### src/rtl/ex_muldiv_unit.sv
// rtl/ex_muldiv_unit.sv - RV32M multiply/divide unit for the EX stage
// Multiplies finish in one registered product cycle; div/rem use a 32-step restoring divider.
module ex_muldiv_unit #(
  parameter int XLEN = 32
) (
  input  logic            clk,
  input  logic            reset,
  input  logic            valid_in,
  input  logic [4:0]      alu_sel_in,
  input  logic [XLEN-1:0] operand_a,
  input  logic [XLEN-1:0] operand_b,
  input  logic            flush,
  output logic            busy,
  output logic            done,
  output logic [XLEN-1:0] result
);

  localparam logic [1:0] S_IDLE = 2'd0;
  localparam logic [1:0] S_MUL  = 2'd1;
  localparam logic [1:0] S_DIV  = 2'd2;
  localparam logic [1:0] S_DONE = 2'd3;

  localparam logic [31:0] INT_MIN = 32'h8000_0000;
  localparam logic [31:0] ALL_ONE = 32'hFFFF_FFFF;

  logic [1:0]  state_q, state_d;
  logic [1:0]  op_q, op_d;
  logic [31:0] a_q, a_d, b_q, b_d;
  logic [31:0] mag_b_q, mag_b_d;
  logic        sign_a_q, sign_a_d, sign_b_q, sign_b_d;
  logic [5:0]  cnt_q, cnt_d;
  logic [31:0] rem_q, rem_d, quo_q, quo_d;
  logic [31:0] result_q, result_d;

  logic        start;
  logic [2:0]  op_in;
  logic        in_a_signed, in_b_signed, in_sign_a, in_sign_b;
  logic [31:0] mag_a, mag_b;
  logic        div_by_zero, div_ovf;
  logic [31:0] special_res;
  logic [63:0] prod;
  logic [32:0] rem_shift, diff;
  logic [31:0] quo_next, rem_next, q_final, r_final;

  assign op_in       = alu_sel_in[2:0];
  assign start       = valid_in & (alu_sel_in[4:3] == 2'b01) & (state_q == S_IDLE) & ~flush & ~reset;
  assign in_a_signed = (op_in == 3'b001) | (op_in == 3'b010) | (op_in == 3'b100) | (op_in == 3'b110);
  assign in_b_signed = (op_in == 3'b001) | (op_in == 3'b100) | (op_in == 3'b110);
  assign in_sign_a   = in_a_signed & operand_a[31];
  assign in_sign_b   = in_b_signed & operand_b[31];
  assign mag_a       = in_sign_a ? -operand_a : operand_a;
  assign mag_b       = in_sign_b ? -operand_b : operand_b;
  assign div_by_zero = (operand_b == 32'd0);
  assign div_ovf     = ~op_in[0] & (operand_a == INT_MIN) & (operand_b == ALL_ONE);
  assign special_res = div_by_zero ? (op_in[1] ? operand_a : ALL_ONE)
                                   : (op_in[1] ? 32'd0 : INT_MIN);

  // Sign flags already encode the 33-bit sign/zero extension for each op.
  assign prod = $signed({{32{sign_a_q}}, a_q}) * $signed({{32{sign_b_q}}, b_q});

  assign rem_shift = {rem_q, quo_q[31]};
  assign diff      = rem_shift - {1'b0, mag_b_q};
  assign quo_next  = {quo_q[30:0], ~diff[32]};
  assign rem_next  = diff[32] ? rem_shift[31:0] : diff[31:0];
  assign q_final   = (sign_a_q ^ sign_b_q) ? -quo_next : quo_next;
  assign r_final   = sign_a_q ? -rem_next : rem_next;

  always_comb begin
    state_d  = state_q;
    op_d     = op_q;
    a_d      = a_q;
    b_d      = b_q;
    mag_b_d  = mag_b_q;
    sign_a_d = sign_a_q;
    sign_b_d = sign_b_q;
    cnt_d    = cnt_q;
    rem_d    = rem_q;
    quo_d    = quo_q;
    result_d = result_q;
    case (state_q)
      S_IDLE: begin
        if (start) begin
          op_d     = op_in[1:0];
          a_d      = operand_a;
          b_d      = operand_b;
          mag_b_d  = mag_b;
          sign_a_d = in_sign_a;
          sign_b_d = in_sign_b;
          cnt_d    = 6'd0;
          rem_d    = 32'd0;
          quo_d    = mag_a;
          if (!op_in[2]) begin
            state_d = S_MUL;
          end else if (div_by_zero || div_ovf) begin
            state_d  = S_DONE;
            result_d = special_res;
          end else begin
            state_d = S_DIV;
          end
        end
      end
      S_MUL: begin
        if (flush) begin
          state_d = S_IDLE;
        end else begin
          state_d  = S_DONE;
          result_d = (op_q == 2'b00) ? prod[31:0] : prod[63:32];
        end
      end
      S_DIV: begin
        if (flush) begin
          state_d = S_IDLE;
        end else begin
          rem_d = rem_next;
          quo_d = quo_next;
          cnt_d = cnt_q + 6'd1;
          if (cnt_q == 6'd31) begin
            state_d  = S_DONE;
            result_d = op_q[1] ? r_final : q_final;
          end
        end
      end
      default: state_d = S_IDLE;
    endcase
  end

  always_ff @(posedge clk or posedge reset) begin
    if (reset) begin
      state_q  <= S_IDLE;
      op_q     <= 2'd0;
      a_q      <= 32'd0;
      b_q      <= 32'd0;
      mag_b_q  <= 32'd0;
      sign_a_q <= 1'b0;
      sign_b_q <= 1'b0;
      cnt_q    <= 6'd0;
      rem_q    <= 32'd0;
      quo_q    <= 32'd0;
      result_q <= 32'd0;
    end else begin
      state_q  <= state_d;
      op_q     <= op_d;
      a_q      <= a_d;
      b_q      <= b_d;
      mag_b_q  <= mag_b_d;
      sign_a_q <= sign_a_d;
      sign_b_q <= sign_b_d;
      cnt_q    <= cnt_d;
      rem_q    <= rem_d;
      quo_q    <= quo_d;
      result_q <= result_d;
    end
  end

  assign busy   = start | (state_q == S_MUL) | (state_q == S_DIV);
  assign done   = (state_q == S_DONE);
  assign result = result_q;

endmodule

### config.mk
export PLATFORM = sky130hd
export DESIGN_NAME = ex_muldiv_unit
export DESIGN_NICKNAME = d
export VERILOG_FILES = /design/src/rtl/ex_muldiv_unit.sv
export SDC_FILE = /design/constraint.sdc
export NUM_CORES = 2
export LEC_CHECK = 0
export CELL_PAD_IN_SITES_DETAIL_PLACEMENT = 0
export CELL_PAD_IN_SITES_GLOBAL_PLACEMENT = 1
export CORE_MARGIN = 2
export CORE_UTILIZATION = 51
export DETAILED_ROUTE_END_ITERATION = 8
export PLACE_DENSITY = 0.89
export SYNTH_ARGS = -nofsm -noshare
export SYNTH_HDL_FRONTEND = slang
export SYNTH_SLANG_ARGS = --single-unit
### constraint.sdc
create_clock -name clk -period 15.7 [get_ports clk]
set_input_delay 3.925 -clock clk [delete_from_list [all_inputs] [get_ports clk]]
set_output_delay 3.925 -clock clk [all_outputs]
set_load 0.02 [all_outputs]
# Word level (Yosys, flattened, before mapping)

Cells that the tools add are included.

Flip-flop bits (word level): 204
Output and inout bits: 34
Word-level logic and storage cells: 99

$add $sub $neg: 6
$mul: 1
Equal/unequal tests: 18
Muxes and demuxes: 33
Bitwise gates (word level): 20
Reductions and logical operators: 10

Operators with widths:

| cell                                           | count |
|---|---|
| two-way mux 32 bit                             | 20 |
| negator 32 bit                                 | 4 |
| one-hot mux 32 bit (2 select lines)            | 2 |
| one-hot mux 32 bit (3 select lines)            | 1 |
| == test 32 bit (second input constant)         | 2 |
| multiplier 33 x 33 -> 64 bit                   | 1 |
| subtractor 33 x 32 -> 33 bit                   | 1 |
| logical NOT 32 bit                             | 1 |
| two-way mux 6 bit                              | 2 |
| one-hot mux 6 bit (2 select lines)             | 1 |
| two-way mux 2 bit                              | 5 |
| != test 2 bit (second input constant)          | 5 |
| bitwise AND 1 bit                              | 8 |
| OR 1 bit                                       | 7 |
| AND reduction 7 bit                            | 1 |
| adder 6 x 1 -> 6 bit (second input constant)   | 1 |
| == test 3 bit (second input constant)          | 2 |
| == test 6 x 5 -> 1 bit (second input constant) | 1 |
| one-hot mux 2 bit (3 select lines)             | 1 |
| == test 2 x 1 -> 1 bit (second input constant) | 2 |
| == test 2 bit (second input constant)          | 2 |
| logical NOT 2 bit                              | 2 |
| inverter 1 bit                                 | 4 |
| AND reduction 2 bit                            | 2 |
| 10 further kinds                               | 10 |

# Logic depth before layout (Yosys ltp)

Depth in word-level cells: 8
Mapped depth: 32
Mapped depth without buffers: 29

# Least setup slack after synthesis

OpenSTA, ideal clock, no wires.

Path kind: input port to output port
From: in reset
To: out busy
Arrival: 10037 ps
Required time: 11775 ps
Setup slack: 1738 ps
Stages: 5
Path buffers: 2
Cell sequence: inv_1 -> nand3_1 -> clkbuf_1 -> clkbuf_1 -> nand3_1

Word-level cells in the longest chain between the ends: 4

RTL lines:

| item                   | RTL line | text |
|---|---|---|
| start: declaration     | 7        | `input logic reset,` |
| inverter 1 bit         | 46       | `assign start = valid_in & (alu_sel_in[4:3] == 2'b01) & (state_q == S_IDLE) & ~flush & ~reset;` |
| bitwise AND 1 bit      | 46       |  |
| OR 1 bit (2 in series) | 155      | `assign busy = start \| (state_q == S_MUL) \| (state_q == S_DIV);` |
| end: declaration       | 13       | `output logic busy,` |

Every way passes these cells.

# Final worst setup path

Ends and elaborated chain as after synthesis.

==> impl_metrics.tcl <==
set metrics [dict create \
    drc_errors 0 \
    worstPathArrival_ns 6.44 \
    hold_depth 2 \
    holdPathEnd "a_q[5]" \
    synth_area_per_cell_sq_um 8.78 \
    diodes 0 \
    finalSetupViolations 0 \
    worstMarginPinSlew_ns 1.45 \
    maxCapViolCount 1 \
    r2r_slack_ns 5.51 \
    drt_pass1_iterations 6 \
    num_vias 41878 \
    htree_levels 1 \
    setup_tns_ns 0 \
    r2r_end "result[18]" \
    status "complete, but fails checks" \
    fill_cells 9503 \
    drtAntennaViolNets 0 \
    synth-edff-count 0 \
    final_max_slew_viol_count 0 \
    cp.required_ns 11.77 \
    syn_area_sq_um 53400 \
    crit_fanout 78 \
    ys_warn_count 0 \
    die_h_um 328 \
    cts_root_buffer "clkbuf_16" \
    grt_pass1_vias 44559 \
    grt_use_total_pct 29.8 \
    critical_path.top_delay_family "buffers and inverters" \
    place.gp.congestion 0.980 \
    final_cell_mix "1201 x inv_1, 1126 x fa_1, 947 x nand2_1" \
    postSynthCellCount 6081 \
    wl_per_cell_um 21.0 \
    rows 118 \
    antenna_found_initial 6 \
    rsz0062_at_grt "no" \
    core_area_sq_um 104000 \
    synth_cell_types 113 \
    synth-async-reset-ratio_pct 100 \
    cts_tree "built" \
    fin_skew_ns 0.0317 \
    clockBufferDepth 3 \
    seq_area_sq_um 5090 \
    finalNetCount 7428 \
    die_w_um 328 \
    ios 107 \
    vias_per_cell 5.68 \
    grt_first_pass_wirelength_um 250000 \
    hp-class "flip-flop to flip-flop" \
    cts_made_buffers 26 \
    cts_hold_buf 0 \
    dieArea_sq_um 107000 \
    timing.fmax_mhz 96.5 \
    synth_nets 7534 \
    period_needed_ns 10.37 \
    top_layer "met5" \
    clkSinkCount 203 \
    cp_cell_sequence "clkdlybuf4s50_1, inv_8, nand3_4, nand3_1, clkdlybuf4s50_1" \
    drt-total-wl_um 155000 \
    multi_input_area_sq_um 42500 \
    overflow 0 \
    synth-seq-cells 203 \
    dr_wl_met3_um 10800 \
    grt_max_degree 95 \
    crit_path_start_kind "input pin" \
    cts_resized 0 \
    fin_crit_sh_pct 66.0 \
    r2r_cells 26 \
    synth_ff_type "dfrtp_1" \
    violations "max-capacitance violations" \
    initial_utilization_pct 51.5 \
    drive_above_1_share_pct 3.50 \
    r2r_start "a_q[11]" \
    drt-initial-drc-count 3560 \
    final_common_cell "inv_1" \
    ys_seq_area_share_pct 9.52 \
    syn_to_final_growth_pct 5.77 \
    end_kind "primary output" \
    io_buffers 106 \
    max_slew_margin_pct 0.938 \
    met2WireLength_um 74300 \
    cpMaxStageDelayCell "clkdlybuf4s50_1" \
    clk-insertion-delay-late_ns 0.57 \
    hpwl_um 122000 \
    cpMostUsedCell "clkdlybuf4s50_1" \
    critPathKind "input pin to primary output" \
    cpPeakStageDelay_ns 0.64 \
    critPathBufInv 3 \
    final_hold_viol_count 0 \
    hp-start "a_q[5]" \
    cts_setup_buffers 0 \
    clkSlewWorstSetupHoldPaths_ns 0.06 \
    met1Wirelength_um 61700 \
]
[kinds of logic after synthesis]
logic type / synth area share, %
xor+xnor: 3.12
simple gates: 18.0
compound gates: 9.39
fa+ha+maj: 48.2
mux: 0.856
buf+inv: 10.9
flops: 9.52
[worst min-delay path: stages, from the launching register on]
cell,delay (ns)
dfrtp_1,0.34
nand2_1,0.05
nand2_1,0.05
[metal layers]
layer  vias up  global-route usage (%)
li1      18380                       -
met1     21527                    39.4
met2      1626                    50.0
met3       341                    3.43
met4         4                    12.6
met5         -                       0
[metrics by stage]
stage | std cells | hold slack (ns) | cell area (sq um) | util (%) | worst slack (ns)
4_1_cts | 7373 | 0.480 | 56500 | 54.5 | 5.32
6_report | 7374 | 0.479 | 56500 | 54.5 | 5.33
3_5_place_dp | 7326 | 0.466 | 55500 | 53.6 | 5.33
2_1_floorplan | 6081 | 0.450 | 53400 | - | 1.74
5_1_grt | 7374 | 0.498 | 56500 | 54.5 | 5.04
3_3_place_gp | 7326 | 0.460 | 55500 | 53.6 | 5.37
[worst max path at each step]
stage                start          to  slack, ns  depth (start not counted)
CTS                  reset        busy       5.32                          5
global route        b_q[6]  result[26]       5.04                         25
floorplan            reset        busy       1.74                          5
global placement     reset        busy       5.37                          5
detailed placement   reset        busy       5.33                          5
finish               reset        busy       5.33                          5
[final cells by class]
| cell class | instances | share of cell area, % |
|---|---|---|
| repair buffers | 191 | 3.01 |
| clock buffers | 33 | 1.31 |
| multi-input cells | 4347 | 75.3 |
| flip-flops and latches | 203 | 9.02 |
| clock inverters | 14 | 0.297 |
| inverters | 1206 | 8.03 |
| well taps | 1380 | 3.06 |
[state kept, by name, summed over array words and instances (netlist names)]
name and cells:
b_q 32, result 32, state_q 2, rem_q 32, sign_a_q 1, a_q 32
quo_q 32, mag_b_q 31, sign_b_q 1, op_q 2, cnt_q 6
[synth_stat cells (10+ instances only)]
master | number | area share (%)
inv_1 | 1203 | 8.5
fa_1 | 1126 | 42
nand2_1 | 947 | 6.7
and2_1 | 546 | 6.4
clkbuf_1 | 294 | 2.1
ha_1 | 254 | 6.0
o21ai_0 | 206 | 1.9
dfrtp_1 | 203 | 9.5
a21oi_1 | 188 | 1.8
nor2_1 | 141 | 0.99
xnor2_1 | 121 | 2.0
xor2_1 | 69 | 1.1
nor3_1 | 59 | 0.55
a21o_1 | 55 | 0.77
nand3_1 | 40 | 0.38
nor2b_1 | 38 | 0.45
mux2i_1 | 31 | 0.58
o31ai_1 | 29 | 0.41
nand2b_1 | 28 | 0.33
a211oi_1 | 27 | 0.38
a31oi_1 | 26 | 0.30
or3_1 | 24 | 0.28
o211ai_1 | 23 | 0.32
nand4_1 | 22 | 0.26
o21ai_1 | 21 | 0.20
nor4_1 | 20 | 0.23
o21a_1 | 18 | 0.25
and3_1 | 17 | 0.20
o21bai_1 | 14 | 0.20
a221oi_1 | 13 | 0.21
buf_1 | 11 | 0.077
o41ai_1 | 11 | 0.18
a21boi_0 | 10 | 0.14
buf_2 | 10 | 0.094
o2111ai_1 | 10 | 0.16
or4_1 | 10 | 0.14
Power is not shown: default switching activity piles up to over one toggle a cycle in this logic, so the estimate is an artifact.
==> edit: new RTL, same settings <==
Make the reset (`reset`) synchronous in one clocked block.
--- a/src/rtl/ex_muldiv_unit.sv
+++ b/src/rtl/ex_muldiv_unit.sv
@@ -124,7 +124,7 @@
     endcase
   end
 
-  always_ff @(posedge clk or posedge reset) begin
+  always_ff @(posedge clk) begin
     if (reset) begin
       state_q  <= S_IDLE;
       op_q     <= 2'd0;
Behaviour: not the same (Yosys sat finds a counterexample within 4 cycles, from zero or initial values and one cycle with reset high; the reset may be asserted at any time).
==> edit against the original RTL <==
  * Worst hold slack got worse by 42 ps
  * Non-clock buffer count fell by 4
  * Setup slack improved by 56 ps
  * Wire length fell by 5.3%
  * Sequential cell count did not move
  * Via count fell by 1.6%
  * Sequential share of layout area fell by 1.6 points
  * Design area fell by 2.3%
  * Synthesized area fell by 2.2%
Power is left out: it rests on default switching activity, and per cell area and clock period it moved more than threefold.
==> edit: results (changes against the original RTL) <==
WL final=146000 um (was 155000 um); Synth Area in Adders=0.493 (was 0.482); DP Area=54300 sq um (was 55500 sq um); wl on met1=58800 um (was 61700 um); DR iter-0 viols=3371 (was 3560); Synth area leaders=fa_1 43%, inv_1 8.6%, dfxtp_1 7.8% (was fa_1 42%, dfrtp_1 9.5%, inv_1 8.5%); placed insts=7295 (was 7326); Compound-Gate Fraction of Synth Area=0.0914 (was 0.0939); largest net degree at the start of global routing=166 (was 95); vias in the first global route=43500 (was 44600); WP data arrival=6380 ps (was 6440 ps); top post-synthesis cells by count=1195 x inv_1, 1126 x fa_1, 845 x nand2_1 (was 1203 x inv_1, 1126 x fa_1, 947 x nand2_1); DR vias=41200 (was 41900); crit-path max cell delay=590 ps (was 640 ps); post-synthesis sequential area ratio=0.0778 (was 0.0952); Synth top area share=0.432 (was 0.422); post-DP HPWL=117000 um (was 122000 um); WL met2=70900 um (was 74300 um); fraction of layout cells with a size suffix above 1=0.0306 (was 0.0350); GPL Wtd Cong=0.935 (was 0.980); met3 WL=11300 um (was 10800 um); ys flop type=dfxtp_1 (was dfrtp_1); NumNets Final=7407 (was 7428); top fanout value on the critical path=67 (was 78); FFs w/ async S/R, synth=0 (was 1.00); Synth Area in XOR/XNOR=0.0364 (was 0.0312); GRT Util Overall=0.291 (was 0.298); Layout Skew=24.5 ps (was 31.7 ps); first-pass GRT wire length=239000 um (was 250000 um); dpl ws=5380 ps (was 5330 ps); Worst slew margin=0.199 (was 0.00938); post-synthesis mux area share=0.00501 (was 0.00856); routed length per instance=19.9 um (was 21.0 um); outcome=complete, no violations (was finished, violations left)
edit: kinds of logic after synthesis:
group,count (synthesis)
adder cells (fa/ha/maj),1380
XOR/XNOR,217
multiplexers,25
AO/OA/AOI/OAI,748
flip-flops,203
buffers and inverters,1538
AND/OR/NAND/NOR,1970
edit: worst paths after layout:
check,start,end,slack (ps)
hold reg to reg,result[15],result[15],440
setup reg to reg,b_q[3],result[31],6230
setup / recovery,valid_in,busy,5390
hold / removal,result[15],result[15],440
edit: per-layer routing:
layer	track usage	vias up
li1	-	18300
met1	0.385	21000
met2	0.496	1623
met3	0.0391	317
met4	0.0900	4
met5	0	-
edit: area by class of cell:
type	instances	area (sq um)
timing repair buffer	187	1680
antenna	4	10.0
clock inverter	18	155
tap	1368	1710
fill	9528	46500
sequential	203	4080
clock buffer	28	667
inverter	1197	4500
multi-input combinational	4340	42300
edit: critical path: cells and delay by family:
kind	cells	cell delay, ps
buf+inv	3	1620
simple gates	3	830
